`config.mk`:
```
export PLATFORM = sky130hd
export DESIGN_NAME = bcd_counter_n
export DESIGN_NICKNAME = d
export VERILOG_FILES = /design/src/rtl/bcd_counter_n.sv
export SDC_FILE = /design/constraint.sdc
export NUM_CORES = 1
export LEC_CHECK = 0
export CAP_MARGIN = 20
export CORE_MARGIN = 8
export CORE_UTILIZATION = 31
export CTS_CLUSTER_DIAMETER = 200
export DETAILED_ROUTE_END_ITERATION = 10
export DONT_BUFFER_PORTS = 1
export GPL_ROUTABILITY_DRIVEN = 0
export GPL_TIMING_DRIVEN = 0
export PLACE_DENSITY = 0.56
export SLEW_MARGIN = 10
export SYNTH_ARGS = -nofsm -noshare
export SYNTH_HDL_FRONTEND = slang
export SYNTH_SLANG_ARGS = --single-unit
```
`constraint.sdc`:
```
create_clock -name clk -period 2.1 [get_ports clk]
set_input_delay 0.42 -clock clk [delete_from_list [all_inputs] [get_ports clk]]
set_output_delay 0.42 -clock clk [all_outputs]
set_load 0.05 [all_outputs]
```
`src/rtl/bcd_counter_n.sv`:
```
// Multi-digit BCD counter, falling-edge clocked.
// Supports up/down counting, count enable and parallel load with per-nibble
// clamping to 9. Provides a combinational terminal-count flag and a registered
// one-cycle wrap pulse for cascading.
module bcd_counter_n #(
  parameter int                  DIGITS    = 4,
  parameter logic [4*DIGITS-1:0] RESET_VAL = '0
) (
  input  logic                  clk,
  input  logic                  reset,
  input  logic                  en,
  input  logic                  up_dn,
  input  logic                  load,
  input  logic [4*DIGITS-1:0]   load_val,
  output logic [4*DIGITS-1:0]   count,
  output logic                  tc,
  output logic                  wrap
);

  // Clamp every nibble of a BCD word to 0..9.
  function automatic logic [4*DIGITS-1:0] sanitise(input logic [4*DIGITS-1:0] v);
    logic [4*DIGITS-1:0] r;
    r = v;
    for (int i = 0; i < DIGITS; i++) begin
      if (v[4*i +: 4] > 4'd9) r[4*i +: 4] = 4'd9;
    end
    return r;
  endfunction

  // Step a single BCD digit by one in the requested direction, wrapping 9<->0.
  function automatic logic [3:0] step_digit(input logic [3:0] d, input logic up);
    logic [3:0] r;
    if (up) r = (d >= 4'd9) ? 4'd0 : d + 4'd1;
    else    r = (d == 4'd0) ? 4'd9 : d - 4'd1;
    return r;
  endfunction

  logic [4*DIGITS-1:0] count_nxt;
  logic                at_end;

  // Combinational per-digit carry/borrow chain; at_end means every digit is at
  // its terminal value (9 going up, 0 going down).
  always_comb begin
    logic carry;
    count_nxt = count;
    carry     = 1'b1;
    for (int i = 0; i < DIGITS; i++) begin
      if (carry) count_nxt[4*i +: 4] = step_digit(count[4*i +: 4], up_dn);
      carry = carry & (up_dn ? (count[4*i +: 4] == 4'd9) : (count[4*i +: 4] == 4'd0));
    end
    at_end = carry;
  end

  assign tc = en & at_end;

  // State update: reset > load > en, otherwise hold; wrap pulses after a wrap.
  always_ff @(negedge clk or negedge reset) begin
    if (!reset) begin
      count <= sanitise(RESET_VAL);
      wrap  <= 1'b0;
    end else if (load) begin
      count <= sanitise(load_val);
      wrap  <= 1'b0;
    end else if (en) begin
      count <= count_nxt;
      wrap  <= at_end;
    end else begin
      wrap  <= 1'b0;
    end
  end

endmodule

```
==> Word level (Yosys, flattened, before mapping) <==
Index checks and enable logic that the tools add are counted.
{ "op_classes": {"reduce_logical": 11, "mux": 27, "n_lt_le_gt_ge": 8, "eq_ne": 4, "n_addsub": 8, "bitwise_logic": 4} }
{ "op_table": {"columns": ["op", "count"], "rows": [
  ["$mux W4", 19],
  ["$mux W16", 2],
  ["$add A4 B1 Y4 const B", 4],
  ["$eq A4 B4 Y1 const B", 4],
  ["$ge A4 B4 Y1 const B", 4],
  ["$gt A4 B4 Y1 const B", 4],
  ["$logic_not A4 Y1", 4],
  ["$sub A4 B1 Y4 const B", 4],
  ["$reduce_bool A2 Y1", 4],
  ["$mux W1", 6],
  ["$reduce_and A2 Y1", 3],
  ["$and A1 B1 Y1", 4]
]} }
{ "word_totals": {"in_bits": 21, "word_cells": 67, "regBits": 17} }

==> Longest topological paths before layout <==
{ "depth": {"depth_word": 7, "mapped_depth": 7, "mapped_depth_nobuf": 6} }

==> flow_summary.toml <==
[status]
status = "complete, but fails checks"
violations = "setup timing"

[synthesis]
syn_inst = 227
synthTopCellsByArea = "dfrtn_1, ha_1, inv_1"
synth_top_cell_area_share_pct = 22.9
synthFlopType = "dfrtn_1"
ys_top_cells_by_count = "inv_1, dfrtn_1, ha_1, o21ai_0"
ys_warn_count = 0
syn_area_mm2 = 0.00186
ys_types = 56
yosysSeqAreaShare_pct = 22.9
ys_ff_latch = 17
synth_largest_area_cell = "dfrtn_1"
async_reset_ff_share_pct = 100
synth_area_per_cell_um2 = 8.18
post-synth-top-count-cell = "inv_1"
synthesis.nets = 261
synth-edff-count = 0

[global_routing]
grt_pass1_wl_um = 9560
overflow = 0
grt_max_degree = 18
grt_pass1_vias = 1848
track_usage_pct = 13.5
antenna_found_initial = 0

[floorplanning]
die_height_um = 93.4
start_util_pct = 31.7
coreArea_mm2 = 0.00585
ioPinCount = 39
rows = 28
die_width_um = 93.4
dieArea_mm2 = 0.00872

[detailed_routing]
via_count = 1866
drt_iter0_markers = 88
first_pass_iters = 4
drt-total-wl_um = 5900
wl_per_cell_um = 18.7
route.detailed.drc = 0
final_antenna_net_count = 0
vias_per_cell = 5.91

[timing]
setup_tns_ns = -11.57
hold_viol_final = 0
finalMaxSlewViolations = 0
holdWs_ns = 0.768
layout_setup_ws_ns = -1.79
timing.slew.headroom_pct = 49.4
skew_ns = 0.00255
rsz0062_at_grt = "yes"
setup_viol = 33
worst_slew_pin_slew_ns = 0.759

[power]
switching_share_pct = 47.0
power.leakage_uw = 0.000941
powerDensity_mw_per_mm2 = 606
clockPowerShare_pct = 19.1
pwr-share-comb_pct = 40.5
seqPwrFrac_pct = 40.4
intPower_uw = 771
ir_drop_mv = 0.271
power_switching_uw = 683

[clock_network]
cts_htree_levels = 1
cts.sinks = 17
hold_buffers = 0
clk_pin_slew_ns = 0.06
clk_latency_ns = 0.28
cts_buffers = 3
cts_tree = "yes"
root_buffer = "clkbuf_8"
cts_buffer_depth = 2

[setup_path]
timing.rr.end = "count[11]"
r2r_slack_ns = -0.25
cp.arrival_ns = 3.47
worst_setup_path_start_kind = "flip-flop"
end_kind = "output port"
reg2reg_from = "count[1]"
reg2regPathDepth = 7
path_max_fanout = 7
path_class = "flip-flop to output port"
worstSetupStartpoint = "count[1]"
worstPathRequired_ns = 1.68

[cells_and_area]
fin_cells = 316
drive_gt1_share_pct = 29.9
fin_area_mm2 = 0.00240
diodes = 0
nNetsFinal = 276
syn_to_final_growth_pct = 29.2

[placement]
dpl.cell_count = 302
hpwl_um = 4250
portBuffers = 0
dpl_cell_area_mm2 = 0.00212
place_ws_ns = -1.68

[hold_path]
hp-class = "input pin to async pin"

[run]
drv_cap = 0
metrics by stage:
step	util (%)	total power, µW
after global placement	36.3	1100
after global routing	41.0	1540
final	41.0	1450
after floorplan	-	986
after detailed placement	36.3	1100
after CTS	38.2	1400
placed cells by master (no fill, tap or decap), drive strengths merged, types with 4 or more instances in the layout:
cell,n
a311oi,4
nor3,5
nand3,7
o221ai,6
nand2,9
nand2b,5
nor2,12
a31oi,4
nand3b,6
nor4b,4
o21ai,18
o31ai,5
ha,13
clkbuf,10
inv,22
or3b,5
xnor2,4
buf,21
a21oi,14
dfrtn,17
per-layer routing:
layer,vias to the layer above,part of all wire (%),global-route usage [%]
li1,896,-,-
met1,916,42,16.0
met2,48,50,23.1
met3,6,6.3,2.96
met4,0,1.6,5.37
met5,-,0,0
power groups by stage:
stage	clock, µW	sequential [µW]	combinational, µW
3_5_place_dp	0	591	506
2_1_floorplan	0	566	421
6_report	278	587	589
4_1_cts	284	585	533
5_1_grt	295	597	649
3_3_place_gp	0	590	505
flip-flops by register name, summed over array words and instances (netlist names):
register  count
count        16
wrap          1
worst max-delay path by stage:
stage | endpoint | slack (ns)
2_1_floorplan | tc | -1.48
6_report | tc | -1.79
3_3_place_gp | tc | -1.64
3_5_place_dp | tc | -1.68
4_1_cts | tc | -1.76
5_1_grt | tc | -1.86
cell type report:
type                       instances  area, µm²
sequential                        17        425
multi-input combinational        171       1530
clock buffer                       4       45.0
fill                             578       3450
timing repair buffer              11       82.6
tap                               75       93.8
inverter                          22       82.6
buffer                            16        143
cell families (layout without fill, tap and decap cells):
| logic type | count (synthesis) | after routing | share of synthesized area (%) |
|---|---|---|---|
| AOI/OAI and AO/OA | 84 | 84 | 32.8 |
| and+or+nand+nor | 68 | 68 | 23.3 |
| buffers and inverters | 39 | 53 | 9.30 |
| DFF | 17 | 17 | 22.9 |
| adders and majority gates | 13 | 13 | 8.76 |
| xor gates and xnor gates | 4 | 4 | 1.89 |
| muxes | 2 | 2 | 1.08 |
worst max-delay path, stage by stage, from the launching register on:
cell and delay [ns]:
dfrtn_1 0.60, inv_2 0.19, ha_4 0.15, or3b_4 0.39
nand2_4 0.07, o2111ai_4 0.15, a211oi_4 0.58
repair_timing:
| action | in CTS | in global routing |
|---|---|---|
| gates resized for setup | 15 | 21 |
| pin swaps | 4 | 11 |
| buffers inserted | 5 | 6 |
| endpoints found under the setup margin | 34 | 34 |
| cloned | 0 | 0 |
(Power assumes the default switching activity.)
